$ cat config.mk
export PLATFORM = sky130hd
export DESIGN_NAME = bcd_result_display
export DESIGN_NICKNAME = d
export VERILOG_FILES = /design/src/rtl/bcd_result_display.sv
export SDC_FILE = /design/constraint.sdc
export NUM_CORES = 1
export LEC_CHECK = 0
export CORE_MARGIN = 8
export CORE_UTILIZATION = 50
export CTS_CLUSTER_SIZE = 28
export DETAILED_ROUTE_END_ITERATION = 16
export PLACE_DENSITY = 0.77
export SYNTH_ARGS = -nofsm -noshare
export SYNTH_HDL_FRONTEND = slang
export SYNTH_SLANG_ARGS = --single-unit
$ cat constraint.sdc
create_clock -name clk -period 5.1 [get_ports clk]
set_input_delay 1.53 -clock clk [delete_from_list [all_inputs] [get_ports clk]]
set_output_delay 1.53 -clock clk [all_outputs]
set_load 0.005 [all_outputs]
$ cat src/rtl/bcd_result_display.sv
// bcd_result_display
//   Consumer of the 4-digit BCD divider. Latches quotient/remainder on the
//   rising edge of end_division and scans them onto a 4-digit multiplexed
//   7-segment display, one digit every SCAN_DIV clocks. Nibbles above 9 are
//   drawn as 'E' and raise bcd_err.
//
//   Optional build macro: LEADING_ZERO_BLANK_EN
//     When defined, leading-zero digits (never digit 0) are blanked in place;
//     the scan keeps its timing.
//
// Ports
//   clk           system clock
//   rst           synchronous active-high reset
//   end_division  divider finish (pulse or level; rising edge captures)
//   quotient      BCD quotient, digit0 = [3:0]
//   remainder     BCD remainder, same packing
//   sel           0 = show quotient, 1 = show remainder
//   seg           segments {g,f,e,d,c,b,a}, active-high, registered
//   an            one-hot digit enable, active-high, registered
//   valid         a result has been captured
//   bcd_err       displayed value has a nibble > 9, registered
module bcd_result_display #(
    parameter int SCAN_DIV = 1000
) (
    input  logic        clk,
    input  logic        rst,
    input  logic        end_division,
    input  logic [15:0] quotient,
    input  logic [15:0] remainder,
    input  logic        sel,
    output logic [6:0]  seg,
    output logic [3:0]  an,
    output logic        valid,
    output logic        bcd_err
);

    localparam int            PW        = (SCAN_DIV > 2) ? $clog2(SCAN_DIV) : 1;
    localparam logic [PW-1:0] PRESC_MAX = PW'(SCAN_DIV - 1);

    typedef enum logic {EMPTY, SHOW} state_t;

    state_t        state, state_nxt;
    logic          end_prev;
    logic          cap;
    logic [15:0]   q_r, r_r, q_nxt, r_nxt;
    logic [PW-1:0] presc, presc_nxt;
    logic [1:0]    digit, digit_nxt;

    logic [15:0]   disp_val;
    logic [3:0]    nib;
    logic [3:0]    nib_bad;
    logic [6:0]    seg_nxt;
    logic [3:0]    an_nxt;
    logic          err_nxt;

    function automatic logic [6:0] seg_decode(input logic [3:0] n);
        case (n)
            4'd0:    seg_decode = 7'h3F;
            4'd1:    seg_decode = 7'h06;
            4'd2:    seg_decode = 7'h5B;
            4'd3:    seg_decode = 7'h4F;
            4'd4:    seg_decode = 7'h66;
            4'd5:    seg_decode = 7'h6D;
            4'd6:    seg_decode = 7'h7D;
            4'd7:    seg_decode = 7'h07;
            4'd8:    seg_decode = 7'h7F;
            4'd9:    seg_decode = 7'h6F;
            default: seg_decode = 7'h79;   // 'E' for A..F
        endcase
    endfunction

    // A held level must only capture once, so look for the rising edge.
    assign cap   = end_division & ~end_prev;
    assign valid = (state == SHOW);

    // ---------------- control / scan state ----------------
    always_ff @(posedge clk) begin
        if (rst) begin
            state    <= EMPTY;
            end_prev <= 1'b0;
            q_r      <= '0;
            r_r      <= '0;
            presc    <= '0;
            digit    <= '0;
        end else begin
            state    <= state_nxt;
            end_prev <= end_division;
            q_r      <= q_nxt;
            r_r      <= r_nxt;
            presc    <= presc_nxt;
            digit    <= digit_nxt;
        end
    end

    always_comb begin
        state_nxt = state;
        q_nxt     = q_r;
        r_nxt     = r_r;
        presc_nxt = presc;
        digit_nxt = digit;
        case (state)
            EMPTY: begin
                if (cap) begin
                    q_nxt     = quotient;
                    r_nxt     = remainder;
                    presc_nxt = '0;
                    digit_nxt = '0;
                    state_nxt = SHOW;
                end
            end
            SHOW: begin
                // A fresh capture restarts the scan even on a wrap cycle.
                if (cap) begin
                    q_nxt     = quotient;
                    r_nxt     = remainder;
                    presc_nxt = '0;
                    digit_nxt = '0;
                end else if (presc == PRESC_MAX) begin
                    presc_nxt = '0;
                    digit_nxt = digit + 2'd1;
                end else begin
                    presc_nxt = presc + 1'b1;
                end
            end
            default: state_nxt = EMPTY;
        endcase
    end

    // ---------------- display path ----------------
    assign disp_val = sel ? r_r : q_r;
    assign nib      = disp_val[{digit, 2'b00} +: 4];

    for (genvar i = 0; i < 4; i++) begin : g_nib
        assign nib_bad[i] = (disp_val[4*i +: 4] > 4'd9);
    end

`ifdef LEADING_ZERO_BLANK_EN
    // blank[i]: every nibble from position i upward is zero.
    logic [3:0] blank;
    assign blank[0] = 1'b0;
    for (genvar i = 1; i < 4; i++) begin : g_blank
        assign blank[i] = (disp_val[15:4*i] == '0);
    end
`endif

    always_comb begin
        seg_nxt = '0;
        an_nxt  = '0;
        err_nxt = 1'b0;
        if (state == SHOW) begin
            seg_nxt = seg_decode(nib);
            an_nxt  = 4'b0001 << digit;
            err_nxt = |nib_bad;
`ifdef LEADING_ZERO_BLANK_EN
            if (blank[digit]) begin
                seg_nxt = '0;
                an_nxt  = '0;
            end
`endif
        end
    end

    always_ff @(posedge clk) begin
        if (rst) begin
            seg     <= '0;
            an      <= '0;
            bcd_err <= 1'b0;
        end else begin
            seg     <= seg_nxt;
            an      <= an_nxt;
            bcd_err <= err_nxt;
        end
    end

endmodule

# == Word-level counts from Yosys, hierarchy flattened ==
# Memories as Yosys holds them, arrays and structs flattened. A register that Yosys moved wholly into a read port is not among the register bits.
# Cells that the tools add are included.
# word_totals
ff_bits,51
rom_bits,112
elab_cells,39
memories,1
# classes
add_sub_neg,2
n_lt_le_gt_ge,4
eq_ne,3
n_shift,2
muxes,13
n_bitwise,3
reduce_logical,3
# mem_list
name,words,word_bits,read_ports,rd_clocked_by_memory_dff,write_ports,line,rtl
(name not given),16,7,1,1,0,57,case (n)
# op_table
op,count
2-to-1 mux 16 bit,3
2-to-1 mux 10 bit,3
one-hot mux 10 bit (2 select lines),1
"> comparator 4 bit, second input constant",4
indexed part select 16 x 5 -> 4 bit,1
"adder 10 x 1 -> 10 bit, second input constant",1
"== test 10 bit, second input constant",1
2-to-1 mux 2 bit,3
one-hot mux 2 bit (2 select lines),1
OR reduction 4 bit,1
"left shift 1 x 2 -> 4 bit, first input constant",1
"inequality test 3 x 1 -> 1 bit, second input constant",1
"adder 2 x 1 -> 2 bit, second input constant",1
2-to-1 mux 1 bit,2
"inequality test 2 bit, second input constant",1
inverter 1 bit,2
AND reduction 2 bit,1
OR reduction 2 bit,1
AND 1 bit,1

# == Depth between registers and ports, before layout ==
# Gate-level depths: netlist (run 1).
# logic_depth
ltp_word,4
ltp_mapped,8
ltp_nobuf,6

# == Worst setup path after synthesis (run 1) ==
# OpenSTA, ideal clock, no wires.
# synth_timing
kind,input port to flip-flop
from,in sel
to,reg seg[4]
arrival_time_ps,3106
required_ps,5014
slack_ps,1907
cell_stages,7
path_buffers,2
cell_sequence,buf_6 -> buf_6 -> mux2i_1 -> mux4_2 -> ha_1 -> mux2_4 -> a221oi_2
# synth_via
elab_chain_len,2
# synth_rtl
item,line,rtl
from (decl),30,"input logic sel,"
2-to-1 mux 16 bit,130,assign disp_val = sel ? r_r : q_r;
indexed part select 16 x 5 -> 4 bit,131,"assign nib = disp_val[{digit, 2'b00} +: 4];"
to (decl),31,"output logic [6:0] seg,"
# No other way between the ends.
# A chain may end at the register's enable or synchronous reset.

# == Worst setup path in the final report (run 1) ==
# Ends and elaborated chain as after synthesis.

==> impl_results.md, run 1 <==
- Post-synthesis net count: 340
- Final Setup Violations: 0
- Worst setup path startpoint: sel
- WS Path Type: in -> reg
- Clk buf depth: 2
- Multiplexer share of the synthesized area: 0.117
- Fin crit period: roughly 3800 ps
- Fin crit share: 0.745
- Crit path arrival time: 4050 ps
- Layout cell share with drive strength beyond 1: 0.0938
- Synthesis-stage register bit count: 58
- Worst path buffer plus inverter count: 1
- Worst hold path class: reg -> reg
- Crit path required time: 5350 ps
- Adder-Cell Fraction of Synth Area: 0.0336
- Worst hold path startpoint: r_r[4]
- Worst Skew: 9.67 ps
- First-pass GRT wire length: 9790 um
- Status: finished, final reports clean
- CTS tree: yes
- Fmax: between 200 and 300 MHz
- Highest metal used: met4
- Slew Limit Headroom: 0.378
- DR DRC count: 0
- Fill count: 447
- Worst r2r src: digit[1]
- Final Hold Vio Count: 0
- Routed Antenna Nets: 0
- Cell family with most CP delay: multiplexers
- Worst skew pair latency: roughly 330 ps
- Compound-Gate Fraction of Synth Area: 0.150
- Tightest Pin Transition: 933 ps
- Cts repair resizes: 0
- Mapped cell area: 2610 um^2
- Ranking of synthesized cells by area: dfxtp_1 45%, nand2_1 10%, a21oi_1 8.4%
- Most common cell after layout, fill and taps aside: nand2_1
- Largest net degree at the start of global routing: 46
- GRT Overall Usage: 0.161
- Vias in the first global route: 2074
- TritonRoute pass-1 iters: 4
- Die X: 88.2 um
- Die Area: 7780 um^2
- Reg clk slew, reported paths: 70 ps
- Post-CTS Setup Bufs: 0
- CTS H-Tree Depth: 3
- Core Footprint: between 5000 and 6000 um^2
- Post-DP HPWL: 4200 um
- CTS Hold Bufs: 0
- Met1 Wirelength: 2820 um
- Gr ovfl total: 0
- Seq/Total Area, Yosys: 0.445
- Sink Count: 58
- Initial antenna violation count: 0
- Final net count: between 300 and 400
- Mean Syn Cell Area: 8.78 um^2
- Die height: 88.2 um
- Standard-cell rows: 26
- Initial Utilization: 0.514
- I/O Buffers: 48
- Most frequent cells in the layout: 72 x nand2_1, 58 x dfxtp_1, 48 x clkdlybuf4s50_1, 44 x a21oi_1, 14 x mux2i_1
- Met3 wire len: 264 um
- Post-synthesis cell type count: 44
- Area Growth Syn to Fin: 27.3%
- Crit path max fanout: 18
- Post-DR vias/cell: 5.20
- Synth area leader: dfxtp_1
- Synth warnings: 0
- Cell Chain, Critical Path: clkdlybuf4s50_1 > mux2i_1 > mux4_2 > ha_1 > mux2_4 > a221oi_2
- MaxCap Viol Count: 0
- Slew Limit Fails: 0
- IO Count: between 40 and 50
- TritonCTS buffer count: 9
- Slowest cell on crit path: clkdlybuf4s50_1
- Synth top area share: 0.445
- Post-Synthesis Cells: 297
- CP Capture Type: flop
- P per Cell Area: 330 nW/um^2
- Simple-gate share of the synthesized area: 0.195
- Placed cell areas: between 3000 and 4000 um^2
- Routed vias: 2137
- Antenna cell count: 0
- Layout Cell Area excl Fill: 3320 um^2
- Area share of xor/xnor cells in the synthesized design: 0.00671
- Worst-case vdd ir drop: 0.186 mV
- Gpl congestion: about 0.83
- Final WL: 5950 um
- Wire length per cell: 14.5 um
- Largest family of logic cells by synthesized area: simple AND/OR/NAND/NOR gates
- RSZ-0062 raised after global routing: false
- Critical path's largest stage delay: just over 1000 ps
- TNS Setup: 0 ps
- Routed wl met2: roughly 2800 um
- Root Driver: clkbuf_8
- Startpoint Class: input pin
- P_leak: 1.26 nW
- Initial DRC count: between 100 and 150
==> cells by family (layout without fill, tap and decap cells) <==
group,count (synthesis),in the layout
xor gates and xnor gates,2,2
and+or+nand+nor,113,113
adders and majority gates,7,7
DFF,58,58
AOI/OAI and AO/OA,66,66
muxes,23,23
buffers and inverters,28,72
==> registers in the layout (all words and copies together) (netlist names) <==
| register | cells |
|---|---|
| bcd_err | 1 |
| an | 4 |
| r_r | 16 |
| valid | 1 |
| end_prev | 1 |
| q_r | 16 |
| digit | 2 |
| presc | 10 |
| seg | 7 |
==> report_power, final <==
part / internal (mW) / switching [mW] / leakage, nW
sequential: 0.473 / 0.0123 / 0.474
combinational: 0.0619 / 0.0569 / 0.667
clock: 0.314 / 0.180 / 0.119
==> tightest hold or removal path, stage by stage (launching register included) <==
cell and delay [ps]:
dfxtp_1 310, nand2_1 50, a21oi_1 50
==> area by class of cell <==
cell class / count / area [um^2] / area share
Clock buffer: 12 / 165 / 0.0497
Clock inverter: 4 / 72.6 / 0.0218
Inverter: 5 / 18.8 / 0.00565
Multi-Input combinational cell: 211 / 1310 / 0.395
Sequential cell: 58 / 1160 / 0.350
Tap cell: 70 / 87.6 / 0.0264
Timing Repair Buffer: 51 / 503 / 0.151
==> synth_stat cells (all sizes together) <==
cell type,number
or4,1
nor2b,2
nor3,2
a31oi,3
a221oi,1
nor3b,1
a21bo,1
nand2,72
or2b,1
nor4bb,1
nor2,9
a211oi,1
mux2i,14
clkbuf,17
a21oi,44
nand3b,1
and2,1
and3,4
or2,1
o211ai,2
a22oi,1
ha,7
xnor2,1
a311oi,5
mux4,5
a41oi,2
xor2,1
nand4,3
nand2b,5
dfxtp,58
inv,5
nor4,1
or3b,1
o21ai,6
and4,1
buf,6
or3,1
mux2,4
nand3,5
==> worst paths after layout <==
path	end	slack, ps	cells past startpoint
min	r_r[4]	460	2
min reg2reg	r_r[4]	460	2
max reg2reg	seg[1]	2760	6
max	seg[4]	1300	6
==> metal layers <==
| layer | up-vias | GRT usage |
|---|---|---|
| li1 | 1106 | - |
| met2 | 50 | 0.253 |
| met4 | 0 | 0.0783 |
| met3 | 7 | 0.0362 |
| met1 | 974 | 0.204 |
| met5 | - | 0 |
==> stage by stage <==
step	hold WS, ps	std cells	setup WS, ps	utilization	total power [mW]
2_1_floorplan	432	297	1910	-	0.561
3_3_place_gp	440	395	1030	0.608	0.609
3_5_place_dp	455	395	977	0.608	0.614
4_1_cts	466	411	1310	0.655	1.11
5_1_grt	478	411	1130	0.655	1.14
6_report	461	411	1300	0.655	1.10
(Power assumes the default switching activity.)
==> run 2: changes to the inputs <==
Clock period 5.1 ns to 3.9 ns, I/O delays scaled along.
==> impl_results.md, run 2 (same netlist as run 1, synthesis figures left out) <==
- Status: finished, final reports clean
- Final WL: 5910 um (-0.72%)
- Reg clk slew, reported paths: 60 ps (about the same)
- CP Capture Type: flop
- DR DRC count: 0 (unchanged)
- TNS Setup: 0 ps (unchanged)
- Standard-cell rows: 26 (unchanged)
- Most common cell after layout, fill and taps aside: nand2_1
- Sequential Area: 1160 um^2 (unchanged)
- Most frequent cells in the layout: 72 x nand2_1, 58 x dfxtp_1, 48 x clkdlybuf4s50_1, 44 x a21oi_1, 14 x mux2i_1
- Worst setup path startpoint: sel
- TritonCTS buffer count: 9 (unchanged)
- Final net count: 381 (+0.53%)
- CTS tree: yes
- Critical path endpoint: seg[4]
- Sink Count: 58 (unchanged)
- Worst-case vdd ir drop: 0.189 mV (+1.6%)
- First-pass GRT wire length: 9460 um (-3.4%)
- Gpl congestion: 0.830 (-0.12%)
- Cts repair resizes: 0 (unchanged)
- Worst skew pair latency: 340 ps (about the same)
- CTS H-Tree Depth: 3 (unchanged)
- Worst hold path class: reg -> reg
- Fill count: 454 (+1.6%)
- TritonRoute pass-1 iters: 4 (unchanged)
- Reg2Reg Depth: 6 (unchanged)
- Slew Limit Headroom: 0.679 (+0.301)
- Biggest regs: q_r: 16 flops, r_r: 16 flops, presc: 10 flops
- Post-DR vias/cell: 5.27 (+1.4%)
- Initial antenna violation count: 0 (unchanged)
- I/O Buffers: 48 (unchanged)
- Critical path's largest stage delay: 570 ps (-440 ps)
- Final Hold Vio Count: 0 (unchanged)
- Vias in the first global route: 2072 (-0.096%)
- WS Path Type: in -> reg
- Gr ovfl total: 0 (unchanged)
- Final Setup Violations: 0 (unchanged)
- Clk buf depth: 2 (unchanged)
- Core Footprint: 5070 um^2 (unchanged)
- Worst R2R Setup Slack: 1550 ps (-1210 ps)
- Wire length per cell: 14.3 um (-1.2%)
- RSZ-0062 raised after global routing: false
- Die X: 88.2 um (unchanged)
- Fmax: 325 MHz
- IO Count: 49 (unchanged)
- Initial DRC count: 95 (-20%)
- Crit path max fanout: 18 (unchanged)
- Fin crit share: 0.790
- Post-CTS Setup Bufs: 0 (unchanged)
- Worst hold path startpoint: r_r[4]
- Crit path arrival time: 3330 ps (-720 ps)
- GRT Overall Usage: 0.159 (-0.00223)
- Routed Antenna Nets: 0 (unchanged)
- Post-DP HPWL: 4190 um (-0.10%)
- Worst Skew: 7.83 ps (-1.84 ps)
- Slew Limit Fails: 0 (unchanged)
- Fin crit period: around 3000 ps
- CTS Hold Bufs: 0 (unchanged)
- Root Driver: clkbuf_8
- Util after Layout: 0.647 (-0.00789)
- MaxCap Viol Count: 0 (unchanged)
- Initial Utilization: 0.514 (unchanged)
- Worst Hold Margin: 462 ps (+1.60 ps)
- Worst reg2reg endpoint: seg[1]
- Tightest Pin Transition: 481 ps (-452 ps)
- Slowest cell on crit path: mux4_2
- Layout cell share with drive strength beyond 1: 0.0933 (-0.000547)
- Crit path required time: 4150 ps (-1200 ps)
- Routed vias: 2177 (+1.9%)
- Largest net degree at the start of global routing: 45 (-2.2%)
- Die height: 88.2 um (unchanged)
- Cell Chain, Critical Path: clkdlybuf4s50_1 > buf_4 > mux2i_1 > mux4_2 > ha_1 > mux2_4 > a221oi_2
- Worst r2r src: digit[1]
- Startpoint Class: input pin
- P_leak: 1.25 nW (-0.96%)
- P per Cell Area: 393 nW/um^2 (+19%)
- Die Area: 7780 um^2 (unchanged)
- Area Growth Syn to Fin: 25.8%
- Antenna cell count: 0 (unchanged)
- Multi-input gate area: 1310 um^2 (unchanged)
[run 2: cell count changes in the layout (fill, tap and decap cells not counted), sizes merged]
cell      before  now
clkbuf        12   14
bufinv         2    0
buf            3    5
clkinvlp       1    0
clkinv         1    2
[run 2: final cells by class]
| cell class | instances | share of cell area |
|---|---|---|
| repair buffers | 53 | 0.158 |
| flip-flops and latches | 58 | 0.354 |
| clock buffers | 14 | 0.0526 |
| well taps | 70 | 0.0267 |
| clock inverters | 2 | 0.00305 |
| inverters | 5 | 0.00572 |
| multi-input cells | 211 | 0.400 |
[run 2: per-layer routing]
metal,share of wire,up-vias,GRT usage
met2,0.46,46,0.242
met5,0,-,0
met3,0.051,12,0.0436
met4,0.023,0,0.111
met1,0.46,1007,0.191
li1,-,1112,-
[run 2: where the power goes]
group          internal (mW)  switching, mW
Combinational         0.0816         0.0732
Clock                  0.281          0.220
Sequential             0.618         0.0170
[run 2: worst max-delay path, delay by kind of cell]
family	cells	cell delay, ps
buffers and inverters	2	720
muxes	3	970
adders and majority gates	1	250
AOI/OAI and AO/OA	1	220
[run 2: how the worst min path moves through the flow]
stage	to	slack, ps	cells past startpoint
2_1_floorplan	q_r[8]	430	2
3_3_place_gp	q_r[0]	440	2
3_5_place_dp	r_r[6]	460	2
4_1_cts	r_r[4]	470	2
5_1_grt	r_r[4]	470	2
6_report	r_r[4]	460	2
[run 2: stage by stage]
stage                     total power [mW]  area (um^2)  instances  setup WS [ps]
final                                 1.29         3280        413            820
after global routing                  1.34         3280        413            738
after CTS                             1.30         3280        413            839
after detailed placement             0.803         3100        397            490
after global placement               0.798         3100        397            565
after floorplan                      0.734         2610        297           1070
==> RTL change 1: new RTL, flow settings as in run 1 <==
Remove the register `an`: a continuous assignment takes its place, so the output `an` follows one clock earlier. Comments in the files are not updated.
--- a/src/rtl/bcd_result_display.sv
+++ b/src/rtl/bcd_result_display.sv
@@ -163,14 +163,14 @@
     always_ff @(posedge clk) begin
         if (rst) begin
             seg     <= '0;
-            an      <= '0;
             bcd_err <= 1'b0;
         end else begin
             seg     <= seg_nxt;
-            an      <= an_nxt;
             bcd_err <= err_nxt;
         end
     end
 
+    assign an = an_nxt;
+
 endmodule
 
Check against the original RTL: not equivalent (a bounded check fails within 4 cycles, from zero or initial values and one cycle with rst high).
==> RTL change 1 against run 1 <==
Die area increased by 0.51%; synthesized area rose by 0.62%; final area fell by 2.3%; sequential power down 6.4%; via count up 2.7%; setup slack better by 0.086 ns; sequential cell count is 4 lower; power down 24%; routed wire length shrank 1.2%; critical path type unchanged; critical endpoint is now seg[3]; largest cell class unchanged.
==> RTL change 1: results (changes against run 1) <==
grt_pass1_vias: 2107  # +1.6%
grt_max_degree: 35  # -24%
p_leak_nw: 1.209  # -4.0%
dr.first_iter.drc_count: 107  # -10%
met1_usage_pct: 20.55  # +0.17 points
met3_length_um: 305  # +16%
clock_skew_ns: 0.005487  # -0.004180 ns
dp.cells: 403  # +2.0%
hold_ws_ns: 0.4603  # -0.0004880 ns
use_met2_pct: 24.44  # -0.88 points
path_clk_slew_ns: 0.10  # +0.03 ns
r2r_start: "digit[0]"
ys_types: 42  # -4.5%
regToRegSetupSlack_ns: 2.91  # +0.15 ns
wl_met2_mm: 2.625  # -5.7%
use_met3_pct: 4.178  # +0.56 points
num-nets-final: 387  # +2.1%
synth_seq_area_share_pct: 41.18  # -3.3 points
peakVddDrop_v: 0.0001706  # -8.3%
grt_use_total_pct: 15.72  # -0.42 points
cp_max_fo: 13  # -5
nFillCells: 483  # +8.1%
synth-xor-area-share_pct: 0.6673  # -0.0042 points
reg2reg_depth: 7  # +1
synth_fa_ha_area_share_pct: 5.243  # +1.9 points
vias: 2195  # +2.7%
ys.flop_type: "dfxtp_1"
drt_wl_total_mm: 5.879  # -1.2%
clock_latency_ns: 0.31  # -0.02 ns
synthTopCellsByArea: "dfxtp_1 (41%), nand2_1 (12%), a21oi_1 (8.0%)"
wl_met1_mm: 2.861  # +1.3%
status: "finished clean"
synth_commonest_cells: "nand2_1 (81), dfxtp_1 (54), a21oi_1 (42)"
netlist_instances: 299  # +0.67%
numCtsBuffers: 5  # -4
min_from: "q_r[8]"
synth_compound_area_share_pct: 12.96  # -2.0 points
r2r_end: "seg[0]"
synthMuxAreaShare_pct: 14.49  # +2.8 points
crit_end: "seg[3]"
grt_first_pass_wirelength_mm: 9.818  # +0.28%
syn_nets: 346  # +1.8%
layout-drive-gt1-share_pct: 8.211  # -1.2 points
[RTL change 1: critical path, stage by stage]
cell,delay [ns]
clkdlybuf4s50_1,0.91
mux2i_1,0.20
mux4_2,0.59
ha_1,0.31
inv_1,0.04
mux2_2,0.25
a21oi_1,0.13
[RTL change 1: final cells by class]
cell class / instances / share of cell area, %
clock buffers: 6 / 2.544
clock inverters: 2 / 0.5012
inverters: 7 / 0.8096
multi-input cells: 220 / 44.41
flip-flops and latches: 54 / 33.31
well taps: 70 / 2.699
repair buffers: 52 / 15.73
[RTL change 1: stage by stage]
step / cell area (um^2) / worst slack (ns)
after floorplan: 2625 / 1.876
after global placement: 3147 / 1.134
after detailed placement: 3147 / 1.065
after CTS: 3246 / 1.393
after global routing: 3246 / 1.275
final: 3246 / 1.386
[RTL change 1: where the power goes]
part           total [W]  leakage (nW)  internal (W)  switching, W
logic           0.000122         0.720     0.0000645     0.0000576
registers       0.000454         0.442      0.000441     0.0000134
clock network   0.000254        0.0478      0.000112      0.000142
==> RTL change 2: new RTL, settings of run 1 <==
Without the edit above. Build with the macro `LEADING_ZERO_BLANK_EN` defined.
--- a/src/rtl/bcd_result_display.sv
+++ b/src/rtl/bcd_result_display.sv
@@ -19,6 +19,8 @@
 //   an            one-hot digit enable, active-high, registered
 //   valid         a result has been captured
 //   bcd_err       displayed value has a nibble > 9, registered
+`define LEADING_ZERO_BLANK_EN
+
 module bcd_result_display #(
     parameter int SCAN_DIV = 1000
 ) (
Formal check against the unedited RTL: no difference found for any inputs over 10 cycles, from zero or initial values and one cycle with rst high; that may be too few to reach the edited logic, so the function may still have changed.
==> RTL change 2 against run 1 <==
Synthesized cell count rose by 6.1%; final area rose by 3.1%; routed wire length rose by 5.2%; non-clock buffer count rose by 1; critical path depth rose by 3; synthesized area rose by 4.2%; highest routed layer unchanged; setup slack got worse by 0.022 ns; power fell by 5.9%; sequential cell count did not move; first-iteration DRC count fell by 15%.
==> RTL change 2: results (changes against run 1) <==
peakVddDrop_v: 0.0002355  # +27%
num-multi-input-gates: 235  # +11%
areaGrowthSynthToFinish_pct: 25.97
num-nets-final: 403  # +6.3%
multi_input_area_share_pct: 42.58  # +3.0 points
nFillCells: 451  # +0.89%
grt_first_pass_wirelength_mm: 10.90  # +11%
clk_share_pct: 5.519  # -1.6 points
slew-limit-headroom_pct: 39.52  # +1.7 points
synth_compound_area_share_pct: 17.27  # +2.3 points
critPathMaxStageDelay_ns: 0.89  # -0.12 ns
place_congestion: 0.8489  # +2.2%
ys_types: 47  # +6.8%
num-nonclk-buffers: 52  # +2.0%
buf_share_pct: 14.91  # -0.23 points
cp_top_family: "buffers and inverters"
status: "finished clean"
dpl-instance-area_um2: 3234  # +4.9%
synth_commonest_cells: "nand2_1 (70), dfxtp_1 (58), a21oi_1 (44)"
tap_cells: 72  # +2.9%
layout-drive-gt1-share_pct: 9.066  # -0.32 points
grt_use_total_pct: 16.29  # +0.16 points
dp_hpwl_mm: 4.510  # +7.4%
clock_buffers: 13  # +1
p_leak_nw: 1.309  # +4.0%
grt_max_degree: 48  # +4.3%
==> RTL change 2: layer usage <==
metal / up-vias / global-route usage (%) / part of all wire [%]
met2: 72 / 26.44 / 48
met3: 11 / 4.239 / 5.9
met1: 1092 / 18.41 / 44
li1: 1200 / - / -
met4: 0 / 11.00 / 2.5
met5: - / 0 / 0
==> RTL change 2: per-stage QoR <==
stage / cells / setup slack (ns)
global placement: 421 / 1.048
CTS: 436 / 1.285
finish: 436 / 1.278
global route: 436 / 1.070
floorplan: 315 / 1.892
detailed placement: 421 / 0.9346
==> RTL change 2: power breakdown <==
group | switching, W | leakage (nW) | internal [W]
Combinational | 0.0000664 | 0.733 | 0.0000752
Clock | 0.000174 | 0.101 | 0.000225
Sequential | 0.0000160 | 0.475 | 0.000477
==> RTL change 2: path summary, 6_finish.rpt <==
check             depth (start not counted)  slack, ns     end
setup reg to reg                          7       2.70  seg[6]
setup / recovery                          9       1.28  seg[6]
hold / removal                            2       0.46  r_r[3]
hold reg to reg                           2       0.46  r_r[3]
